### config.mk
export PLATFORM = sky130hd
export DESIGN_NAME = cr_transform
export DESIGN_NICKNAME = d
export VERILOG_FILES = /design/src/rtl/cr_transform.sv
export SDC_FILE = /design/constraint.sdc
export NUM_CORES = 1
export LEC_CHECK = 0
export BUFFER_PORTS_ARGS = -buffer_cell sky130_fd_sc_hd__clkbuf_2
export CORE_AREA = 2 2 124 126
export CTS_CLUSTER_SIZE = 28
export DETAILED_ROUTE_END_ITERATION = 8
export DIE_AREA = 0 0 126 128
export GPL_TIMING_DRIVEN = 0
export PLACE_DENSITY = 0.84
export SYNTH_ARGS = -nofsm -noshare
export SYNTH_HDL_FRONTEND = slang
export SYNTH_SLANG_ARGS = --single-unit
### constraint.sdc
create_clock -name clk -period 11.7 [get_ports clk]
set_clock_uncertainty 0.05 [all_clocks]
set_input_delay 3.51 -clock clk [delete_from_list [all_inputs] [get_ports clk]]
set_output_delay 3.51 -clock clk [all_outputs]
set_load 0.01 [all_outputs]
### src/rtl/cr_transform.sv
// cr_transform: maps a raw Cr sample into the skin-cluster-normalised Cr'
// domain: Cr' = (Cr - Cr_c) * W_CR / W_cr + CR_CENTER_KH. When the local
// width is 0, the luma lies inside [k_l, k_h] and the sample passes through.
// The result is computed with a multi-cycle FSM:
// IDLE -> MULT -> DIV (36 cycles, restoring) -> FIX -> DONE.
//
// Ports
//   clk            rising-edge clock
//   rst            synchronous active-high reset
//   cr_value       raw Cr sample, unsigned 8-bit integer
//   width_cr       local Cr width W_cr(Y), (9,9) unsigned; 0 selects bypass
//   center_cr      local Cr centre Cr_c(Y), (9,9) unsigned
//   in_valid       qualifies the three input operands
//   in_ready       high while IDLE; the sample is accepted on valid && ready
//   cr_prime       transformed Cr', unsigned 8-bit integer
//   cr_prime_valid qualifies cr_prime; held until cr_prime_ready
//   cr_prime_ready downstream acceptance of cr_prime
module cr_transform #(
  parameter logic [17:0] W_CR         = 18'd19968,
  parameter logic [17:0] CR_CENTER_KH = 18'd78848
) (
  input  logic        clk,
  input  logic        rst,
  input  logic [7:0]  cr_value,
  input  logic [17:0] width_cr,
  input  logic [17:0] center_cr,
  input  logic        in_valid,
  output logic        in_ready,
  output logic [7:0]  cr_prime,
  output logic        cr_prime_valid,
  input  logic        cr_prime_ready
);

  typedef enum logic [2:0] {IDLE, MULT, DIV, FIX, DONE} state_t;

  state_t             state;
  state_t             state_next;

  logic               diff_sign;
  logic [17:0]        diff_mag;
  logic [17:0]        width_q;
  // Holds the product during MULT; during DIV the dividend shifts out of the
  // top while quotient bits shift in at the bottom, so it ends as the quotient.
  logic [35:0]        acc;
  logic [17:0]        rem;
  logic [5:0]         iter;

  logic signed [18:0] diff_c;
  logic [17:0]        mag_c;
  logic [18:0]        rem_shift;
  logic               rem_ge;
  logic [17:0]        rem_sub;
  logic [17:0]        q_sat;
  logic signed [19:0] q_mag20;
  logic signed [19:0] q_signed;
  logic signed [19:0] sum;
  logic [7:0]         fix_c;

  assign in_ready = (state == IDLE);

  always_ff @(posedge clk) begin
    if (rst) state <= IDLE;
    else     state <= state_next;
  end

  always_comb begin
    state_next = state;
    case (state)
      IDLE: if (in_valid) state_next = (width_cr == 18'd0) ? DONE : MULT;
      MULT: state_next = DIV;
      DIV:  if (iter == 6'd35) state_next = FIX;
      FIX:  state_next = DONE;
      DONE: if (cr_prime_ready) state_next = IDLE;
      default: state_next = IDLE;
    endcase
  end

  // Operand prep, one restoring-division step, and the final fix-up.
  always_comb begin
    // Cr is integer, so Cr in (9,9) is {cr,9'b0}; the result spans 19 signed bits.
    diff_c    = $signed({2'b00, cr_value, 9'b0}) - $signed({1'b0, center_cr});
    mag_c     = diff_c[18] ? 18'(-diff_c) : diff_c[17:0];
    rem_shift = {rem, acc[35]};
    rem_ge    = (rem_shift >= {1'b0, width_q});
    rem_sub   = 18'(rem_shift - {1'b0, width_q});
    // The quotient has 9 fractional bits; anything past 18 bits saturates.
    q_sat     = (|acc[35:18]) ? 18'h3FFFF : acc[17:0];
    q_mag20   = $signed({2'b00, q_sat});
    q_signed  = diff_sign ? -q_mag20 : q_mag20;
    sum       = q_signed + $signed({2'b00, CR_CENTER_KH});
    // Clamp the integer part to [0,255]; 131072 is 256.0 in (9,9).
    if (sum[19])                   fix_c = 8'd0;
    else if (sum >= 20'sd131072)   fix_c = 8'd255;
    else                           fix_c = sum[16:9];
  end

  always_ff @(posedge clk) begin
    if (rst) begin
      cr_prime_valid <= 1'b0;
      cr_prime       <= 8'd0;
      iter           <= 6'd0;
      diff_sign      <= 1'b0;
      diff_mag       <= 18'd0;
      width_q        <= 18'd0;
      acc            <= 36'd0;
      rem            <= 18'd0;
    end else begin
      case (state)
        IDLE: begin
          if (in_valid) begin
            if (width_cr == 18'd0) begin
              cr_prime       <= cr_value;
              cr_prime_valid <= 1'b1;
            end else begin
              diff_sign <= diff_c[18];
              diff_mag  <= mag_c;
              width_q   <= width_cr;
            end
          end
        end
        MULT: begin
          acc  <= 36'(diff_mag) * 36'(W_CR);
          rem  <= 18'd0;
          iter <= 6'd0;
        end
        DIV: begin
          acc  <= {acc[34:0], rem_ge};
          rem  <= rem_ge ? rem_sub : rem_shift[17:0];
          iter <= iter + 6'd1;
        end
        FIX: begin
          cr_prime       <= fix_c;
          cr_prime_valid <= 1'b1;
        end
        DONE: begin
          if (cr_prime_ready) cr_prime_valid <= 1'b0;
        end
        default: ;
      endcase
    end
  end

endmodule

# Yosys cells after proc, flatten, opt, wreduce, memory -nomap -nowiden
# Index checks and enable logic that the tools add are counted.
[classes]
bitwise_logic = 1
n_lt_le_gt_ge = 2
multipliers = 1
n_mux = 21
n_eq_ne = 9
reduce_logical = 10
add_sub_neg = 6
[op_table]
columns = ["operator", "count"]
rows = [
  ["36-bit case mux with 2 select lines", 1],
  ["18-bit two-way mux", 3],
  ["18-bit case mux with 2 select lines", 1],
  ["8-bit two-way mux", 4],
  ["18-bit by 6-bit multiplier with 24-bit output, second input constant", 1],
  ["20-bit by 18-bit adder with 20-bit output, second input constant", 1],
  ["20-bit by 19-bit >= comparator with 1-bit output, second input constant", 1],
  ["20-bit two-way mux", 1],
  ["18-bit negator with 20-bit output", 1],
  ["19-bit by 18-bit >= comparator with 1-bit output", 1],
  ["17-bit by 18-bit subtractor with 19-bit output", 1],
  ["18-bit logical NOT", 1],
  ["18-bit negator", 1],
  ["18-bit OR reduction", 1],
  ["18-bit subtractor", 1],
  ["8-bit case mux with 2 select lines", 1],
  ["3-bit case mux with 5 select lines", 1],
  ["3-bit two-way mux", 4],
  ["6-bit case mux with 2 select lines", 1],
  ["3-bit AND reduction", 3],
  ["6-bit by 1-bit adder with 6-bit output, second input constant", 1],
  ["3-bit by 2-bit == test with 1-bit output, second input constant", 2],
  ["6-bit == test, second input constant", 1],
  ["2-bit != test, second input constant", 3],
  ["other kinds (10)", 13],
]
[word_totals]
inputBits = 48
register_bits = 109
output_inout_bits = 10
word_cells = 59

# Longest topological paths before layout
# Gate-level depths: netlist of the first run.
[depth]
word_depth = 9
depth_mapped = 15
depth_no_buf = 15

# Worst setup path before layout of the first run
# Ideal clock, no wire load.
[synth_timing]
kind = "input to register"
from = "in center_cr[2]"
to = "reg diff_mag[16]"
arrival_time_ns = 5.835
setup_ns = 0.086
cell_stages = 11
t_required_ns = 11.564
slack_ns = 5.730
path_buffers = 2
cell_sequence = "buf_2 or4_1 clkbuf_1 nor4b_2 o32ai_1 nor3_1 nand4_1 or2_2 o21ai_1 xor2_1 a211oi_1"
[synth_between]
elab_chain_len = 3
[synth_rtl]
columns = ["element", "line_no", "text"]
rows = [
  ["start: declaration", "26", "input logic [17:0] center_cr,"],
  ["17-bit by 18-bit subtractor with 19-bit output (*)", "81", "diff_c = $signed({2'b00, cr_value, 9'b0}) - $signed({1'b0, center_cr});"],
  ["18-bit negator", "82", "mag_c = diff_c[18] ? 18'(-diff_c) : diff_c[17:0];"],
  ["18-bit two-way mux (*)", "82", ""],
  ["end signal: assignment", "116", "diff_mag <= mag_c;"],
  ["end: declaration", "40", "logic [17:0] diff_mag;"],
]
# Mark *: on every way between the ends. The rest lies on a longest branch, timed or not.
# A chain may end at the register's enable or synchronous reset.

# Worst setup path in the final report of the first run
# Ends and elaborated chain as after synthesis.

==> results by stage, run 1 <==
Status:
- The run finished with clean final reports.

Synthesis:
- Summing the sequential cell areas from Yosys gives about a quarter of the chip area.
- In this run, synthesis produced a sequential element count of 109.
- The number of synthesized flops with an enable pin is 0.
- By area the synthesized netlist is led by sky130_fd_sc_hd__dfxtp_1 (25%), sky130_fd_sc_hd__ha_1 (10%), sky130_fd_sc_hd__fa_1 (7.4%).
- Of the post-synthesis cell area, the dominant cell type holds 25.08%.
- The post-synthesis instance total is approximately 1,100.
- Yosys mapped the design onto 78 distinct sky130hd cell types.
- The number of nets in the synthesized netlist is 1,268.
- The cell type with the highest aggregate area in the netlist is sky130_fd_sc_hd__dfxtp_1.
- For this run, the number of Yosys warnings is 0.
- The main flop type after synthesis is sky130_fd_sc_hd__dfxtp_1.
- In this run the mean area of a mapped cell was approximately 7.8 µm².
- For this run, asynchronously set or reset flops after synthesis account for 0%.
- The post-synthesis instance area is ~8700 µm².

Die:
- The floorplan step set the die width to around 130 µm.
- The count of boundary I/O pins is 58.
- From bottom edge to top edge, the die measures between 100 and 150 µm.
- The die covers between 15,000 and 20,000 µm².
- The initial core utilization is between 50% and 60%.
- The floorplan step defined a core boundary enclosing approximately 15,000 µm².
- The number of cell rows is 45.

Final layout:
- The layout has approximately 1,300 filler cells.
- The repair_antennas step left the layout with diodes totalling 0.
- The share of post-route cells with drive strength above 1 is under 10%.
- The area growth from synthesis to layout is 8.975%.
- The most common cell after layout, fill and taps aside is sky130_fd_sc_hd__nand2_1.
- The final layout net count is roughly 1,300.
- Across the whole layout, storage elements account for roughly 2200 µm².
- The top cell types in the final layout, fill and taps aside, are sky130_fd_sc_hd__nand2_1 (128), sky130_fd_sc_hd__inv_1 (115), sky130_fd_sc_hd__dfxtp_1 (109).
- The area used by multi-input combinational logic is about 5800 µm².

GRT:
- The via count of the first global-routing pass is 7,654.
- The all-layer global routing usage is 26.73%.
- The initial antenna violation count came to 0.
- The maximum number of pins on one net before global-route repair is 16.
- The overflow left after global routing is 0.
- The first global-routing pass estimated 35,520 µm of wire.

STA:
- The count of endpoints failing hold in the final timing report is 0.
- Setup repair after global routing left no endpoint under its margin.
- For the final routed database, the setup TNS stands at 0 ns.
- The upper clock frequency limit is approximately 170 MHz.
- The worst path uses between 50% and 60% of the clock period.
- The count of final setup violators is 0.
- The pin slew with the least headroom to its limit is between 1 and 1.5 ns.
- The final max-slew violation count is 0.
- In this run the tightest slew margin relative to its limit is 16.49%.
- The routed design could run at a clock period as short as 5.967 ns.
- The worst path setup slack after routing is about 5.7 ns.

Critical path:
- The required time of the worst setup path is roughly 12 ns.
- The cell family contributing the most delay on the critical path is simple AND/OR/NAND/NOR gates.
- The slowest cell on the critical path is sky130_fd_sc_hd__nor4_1.
- The count of buffering cells on the critical path with inverters included is 1.
- The startpoint identified for the worst register-to-register timing path is diff_mag[10].
- Walking the worst path, the cells encountered are buf_2 > nor4_1 > a41o_1 > a21oi_1 > xnor2_1 > or3_1 > or2_2 > o21ai_1 > xor2_1 > a211oi_1.
- The largest fanout on the critical path is 9.
- At the worst endpoint, the arrival time is 6.13 ns.
- The critical path start-end classification is primary input to flip-flop.
- The cell depth of the worst flop-to-flop path is 15.
- On the worst path, the slowest cell contributes a delay of between 0.7 and 0.8 ns.
- In this run the register-to-register setup slack is 7.58 ns.
- In this run the critical register-to-register path is captured at acc[26].
- STA classifies the critical path endpoint as a flip-flop.
- The element type at the critical path start is a primary input.

Pwr:
- The reported leakage power is between 4 and 5 nW.
- The worst-case IR drop observed on VDD is ~0.12 mV.
- The total power per unit cell area is 202.4 nW/µm².

Min path:
- The hold-critical path endpoint is width_q[9].
- The worst hold path begins at width_q[9].
- The count of cells along the worst hold path is 2.
- The path type of the worst min-delay path is flip-flop to flip-flop.

Route:
- The total number of vias is ~8,100.
- For this block, the initial DRC count from the detailed router was 515.
- The remaining antenna violation count after routing is 0.
- The via count normalized by instance count is 5.902.
- For this run, design rule violations remaining after detail routing come to 0.
- The routed design has between 20,000 and 25,000 µm of wire.
- The routed length per placed instance is ~16 µm.
- The detailed-routing iteration count for the pre-antenna-repair pass is 5.

CTS:
- The post-cts resize count is 0.
- The clock reaches the later pin of the worst-skew pair after approximately 0.36 ns.
- Counting the buffers created by CTS gives 9.
- The total clock sinks is roughly 110.
- Once the clock tree was built, the setup fixing pass inserted 0 buffers.
- The longest clock path from root to sink contains 2 buffers.
- The clock transition at the registers of the reported paths is 0.07 ns.
- The clock tree from TritonCTS is built.
- The number of hold buffers added after CTS was 0.
- The tree is rooted in a sky130_fd_sc_hd__clkbuf_16.
- The maximum level of the CTS H-tree is 3.

Placed design:
- After legalization and detailed placement, the total HPWL measured between 15,000 and 20,000 µm.
- The final weighted congestion of routability-driven global placement is just over 0.9.
- The pre-CTS worst setup slack is between 5 and 6 ns.
- The port buffer count is between 50 and 60.

Flow run:
- The number of maximum-capacitance violations is 0.
-- report_power, final --
part           switching [mW]  internal [mW]  total, mW
Clock                   0.134          0.165      0.300
Combinational           0.688          0.458       1.15
Sequential             0.0574          0.416      0.474
-- layout make-up --
cell class                      instances  share of cell area, %
Sequential cell                       109                  23.02
Buffer                                 55                  2.943
Clock buffer                           13                  2.534
Inverter                              115                  4.553
Multi-Input combinational cell        838                  61.25
Tap cell                              188                  2.481
Timing Repair Buffer                   54                  2.851
Clock inverter                          2                 0.3695
-- state kept, by name (all words and copies together), names as in the netlist --
register        count
acc                36
cr_prime            8
cr_prime_valid      1
state               3
width_q            18
iter                6
diff_sign           1
rem                18
diff_mag           18
-- layer usage --
layer / vias up / GRT usage, % / wire (µm)
li1: 4044 / - / -
met1: 3794 / 31.99 / 9208
met3: 54 / 4.967 / 947
met2: 217 / 47.00 / 10420
met4: 0 / 11.64 / 859
met5: - / 0 / 0
-- worst reg2reg max path, delay by kind of cell (launching register included) --
family / cells / cell delay [ns]
AO/OA/AOI/OAI: 7 / 1.42
adder cells (fa/ha/maj): 4 / 1.65
buffers and inverters: 2 / 0.10
flip-flops: 1 / 0.54
multiplexers: 1 / 0.20
AND/OR/NAND/NOR: 1 / 0.06
-- metrics by stage --
stage	utilization (%)	instances	hold slack, ns	power [mW]	instance area [µm²]
after floorplan	-	1117	0.3819	1.361	8700
final	63.78	1374	0.4055	1.919	9480
after detailed placement	61.93	1359	0.3965	1.613	9205
after global routing	63.78	1374	0.4308	2.092	9480
after CTS	63.78	1374	0.4057	1.911	9480
after global placement	61.93	1359	0.3924	1.583	9205
-- how the worst max path moves through the flow --
stage	from	end	slack (ns)	cells past startpoint
after floorplan	center_cr[2]	diff_mag[16]	5.73	11
after global placement	center_cr[2]	diff_mag[16]	5.40	10
after detailed placement	center_cr[2]	diff_mag[16]	5.42	10
after CTS	center_cr[2]	diff_mag[16]	5.77	10
after global routing	cr_value[0]	diff_mag[16]	5.53	11
final	center_cr[2]	diff_mag[16]	5.73	10
-- cell families after synthesis --
| kind of cell | Yosys count | share of synthesized area (%) |
|---|---|---|
| and+or+nand+nor | 363 | 20.11 |
| DFF | 109 | 25.08 |
| xor gates and xnor gates | 52 | 5.235 |
| adders and majority gates | 103 | 17.58 |
| buffers and inverters | 170 | 8.169 |
| muxes | 6 | 0.6904 |
| AOI/OAI and AO/OA | 314 | 23.14 |
-- cell usage after synthesis (all sizes together) (6+ instances only) --
cell    count
a211oi     19
a21o       14
a21oi     107
a22oi      36
a31oi      11
and3        6
buf        12
clkbuf     43
dfxtp     109
fa         32
ha         71
inv       115
mux2i       6
nand2     129
nand2b     13
nand3      20
nand4      10
nor2       97
nor2b       8
nor3       22
nor4       12
o21ai      51
o21bai      7
o221ai      6
o22ai       8
o31ai       9
or2         8
or3        10
xnor2      27
xor2       25
(Power assumes the default switching activity.)
==> run 2, diff against run 1 <==
--- a/config.mk
+++ b/config.mk
@@ -6,12 +6,12 @@
 export NUM_CORES = 1
 export LEC_CHECK = 0
 export BUFFER_PORTS_ARGS = -buffer_cell sky130_fd_sc_hd__clkbuf_2
-export CORE_AREA = 2 2 124 126
+export CORE_AREA = 2 2 128 130
 export CTS_CLUSTER_SIZE = 28
 export DETAILED_ROUTE_END_ITERATION = 8
-export DIE_AREA = 0 0 126 128
+export DIE_AREA = 0 0 130 132
 export GPL_TIMING_DRIVEN = 0
-export PLACE_DENSITY = 0.84
+export PLACE_DENSITY = 0.83
 export SYNTH_ARGS = -nofsm -noshare
 export SYNTH_HDL_FRONTEND = slang
 export SYNTH_SLANG_ARGS = --single-unit
==> constraint.sdc (replaced) <==
create_clock -name clk -period 5.3 [get_ports clk]
set_clock_uncertainty 0.05 [all_clocks]
set_input_delay 1.59 -clock clk [delete_from_list [all_inputs] [get_ports clk]]
set_output_delay 1.59 -clock clk [all_outputs]
set_load 0.01 [all_outputs]
==> run 2 against run 1 <==
Effect of this change:
- via count down 0.22%
- core utilization is 3.2 points lower
- die area rose by 6.4%
==> results by stage, run 2 (synthesized netlist as in run 1, its figures left out) <==
Min path:
- The tightest min-delay check is of the flip-flop to flip-flop type.

STA:
- The count of endpoints failing hold in the final timing report is 0 (unchanged).
- The final max-slew violation count is 0 (unchanged).
- The final setup TNS came to 0 ns (unchanged).
- The upper clock frequency limit is roughly 240 MHz.
- After layout, the worst path uses just under 80% of the clock period.
- The count of final setup violators came to 0 (unchanged).
- Setup repair after global routing left no endpoint under its margin.
- The relative slew slack is 19.94% (+3.4 points).
- The clock period minus worst slack is 4.127 ns.
- The pin slew with the least headroom to its limit is 1.192 ns (-0.05129 ns).

Pwr:
- The total power per unit cell area is 448.1 nW/µm² (+120%).
- The reported leakage power came to 4.128 nW (+0.11%).
- The maximum ir drop on the vdd rail was 0.2636 mV (+120%).

Final layout:
- The flip-flop count of the largest register, all copies and words added is 36 (unchanged).
- The antenna diode count was 0 (unchanged).
- The top cell types in the final layout, fill and taps aside, are sky130_fd_sc_hd__nand2_1 (128), sky130_fd_sc_hd__inv_1 (115), sky130_fd_sc_hd__dfxtp_1 (109).
- The share of post-route cells with drive strength above 1 is 9.099% (+0.33 points).
- The final cell utilization of the core is 60.58% (-3.2 points).
- The sequential cell area is 2182 µm² (unchanged).
- The library cell used most frequently in the layout, excluding fill and tap cells, is sky130_fd_sc_hd__nand2_1.
- The area used by multi-input combinational logic was 5807 µm² (unchanged).
- The number of fillers in the final layout came to 1,391 (+5.9%).
- The post-route cell area is 9519 µm² (+0.41%).
- The area growth from synthesis to layout is 9.420%.
- The post-route non-filler standard cell count came to 1,403 (+2.1%).
- The final layout net count is 1,333 (unchanged).
- The most flop-heavy register is acc.

CTS:
- The total of hold buffers inserted after clock tree synthesis was 0 (unchanged).
- The number of clock buffers inserted by TritonCTS is 9 (unchanged).
- The buffer levels on the longest clock path is 2 (unchanged).
- The worst-skew pair later-pin latency is 0.35 ns (about the same).
- The post-cts resize count is 0 (unchanged).
- The total clock sinks came to 109 (unchanged).
- The maximum level of the CTS H-tree was 3 (unchanged).
- The buffer count from post-CTS setup fixing is 0 (unchanged).
- The clock tree from TritonCTS is built.
- The clock transition at the registers of the reported paths is 0.07 ns (about the same).
- The root buffer cell is sky130_fd_sc_hd__clkbuf_16.

Critical path:
- The critical path start-end classification is flip-flop to flip-flop.
- STA classifies the critical path endpoint as a flip-flop.
- The largest fanout on the critical path came to 5 (-4).
- The slack of the worst reg-to-reg path is 1.17 ns (-6.41 ns).
- The element type at the critical path start is a flip-flop.
- The required time of the worst setup path is 5.53 ns (-6.34 ns).
- The data arrival time of the critical path came to 4.36 ns (-1.77 ns).

Die:
- The count of boundary I/O pins is 58 (unchanged).
- The initial core utilization is 55.37% (-3.2 points).
- The width of the die is 130 µm (+3.2%).
- The number of cell rows is 46 (+2.2%).
- The area of the placeable core is 15,710 µm² (+5.7%).
- The vertical die dimension is 132 µm (+3.1%).
- The die area was 17,160 µm² (+6.4%).

Status:
- The flow ran to the end, and the final reports show no timing, DRC or antenna violations.

Route:
- The via count normalized by instance count is 5.767 (-2.3%).
- The detailed-routing iteration count for the pre-antenna-repair pass came to 5 (unchanged).
- The count of unresolved DRC violations after routing is 0 (unchanged).
- The iteration-0 DRC count of the detailed router is 657 (+28%).
- The routed length per placed instance is 15.71 µm (+0.68%).
- The remaining antenna violation count after routing is 0 (unchanged).
- The total wire length is 22,040 µm (+2.8%).
- The total number of vias is 8,091 (-0.22%).

GRT:
- The met3 layer usage reported by global route came to 4.586% (-0.38 points).
- The met2 routing resource usage after global routing came to 45.08% (-1.9 points).
- The met1 capacity usage during global routing is 33.25% (+1.3 points).
- The layer flagged by global routing as most heavily used is met2.
- The global-route wire length before repair is 36,940 µm (+4.0%).
- The initial antenna violation count is 0 (unchanged).
- The overflow left after global routing is 0 (unchanged).
- The all-layer global routing usage is 26.24% (-0.49 points).
- The maximum number of pins on one net before global-route repair was 17 (+1).
- The via count of the first global-routing pass came to 7,756 (+1.3%).

Placed design:
- The number of placed instances, taps included is 1,387 (+2.1%).
- The port buffer count is 54 (unchanged).
- The final weighted congestion of routability-driven global placement is 0.9323 (+1.7%).
- The post-DP HPWL came to 17,180 µm (+2.1%).
- The instance area at placement is 9240 µm² (+0.38%).

Flow run:
- The number of maximum-capacitance violations is 0 (unchanged).
-- run 2: area by class of cell --
cell class / instances / share of cell area, %
clock inverters: 4 / 0.2366
plain buffers: 55 / 2.931
multi-input cells: 838 / 61.00
inverters: 115 / 4.535
repair buffers: 54 / 2.839
well taps: 216 / 2.839
clock buffers: 12 / 2.695
flip-flops and latches: 109 / 22.92
-- run 2: worst paths after layout --
check	from	cells past startpoint	to
worst max-delay path	diff_mag[6]	15	acc[31]
worst min-delay path	width_q[7]	2	width_q[7]
worst max register to register	diff_mag[6]	15	acc[31]
worst min register to register	width_q[7]	2	width_q[7]
-- run 2: metrics by stage --
stage / setup slack (ns) / power, mW / hold slack [ns]
after global placement: 0.8740 / 3.506 / 0.3940
after floorplan: 1.250 / 3.004 / 0.3819
after detailed placement: 0.8865 / 3.587 / 0.3980
after CTS: 1.193 / 4.241 / 0.4078
after global routing: 0.8371 / 4.652 / 0.4319
final: 1.173 / 4.266 / 0.4087
-- run 2: metal layers --
layer  up-vias  part of all wire (%)
li1       4051                     -
met1      3826                    44
met2       183                    50
met3        31                   3.8
met4         0                   1.9
met5         -                     0
-- run 2: power breakdown --
group	switching [mW]	internal [mW]
clock	0.301	0.343
sequential	0.126	0.919
combinational	1.56	1.01
total	1.99	2.28
-- run 2: worst max-delay path: stages (launching register included) --
cell	delay (ns)
sky130_fd_sc_hd__dfxtp_1	0.50
sky130_fd_sc_hd__fa_1	0.47
sky130_fd_sc_hd__ha_1	0.29
sky130_fd_sc_hd__inv_1	0.05
sky130_fd_sc_hd__fa_1	0.53
sky130_fd_sc_hd__inv_1	0.04
sky130_fd_sc_hd__ha_1	0.35
sky130_fd_sc_hd__nand3_1	0.10
sky130_fd_sc_hd__o211ai_1	0.22
sky130_fd_sc_hd__nand2b_1	0.21
sky130_fd_sc_hd__a41o_1	0.30
sky130_fd_sc_hd__a211o_1	0.16
sky130_fd_sc_hd__a21o_1	0.15
sky130_fd_sc_hd__nand2_1	0.08
sky130_fd_sc_hd__or4_1	0.39
sky130_fd_sc_hd__a31oi_1	0.16
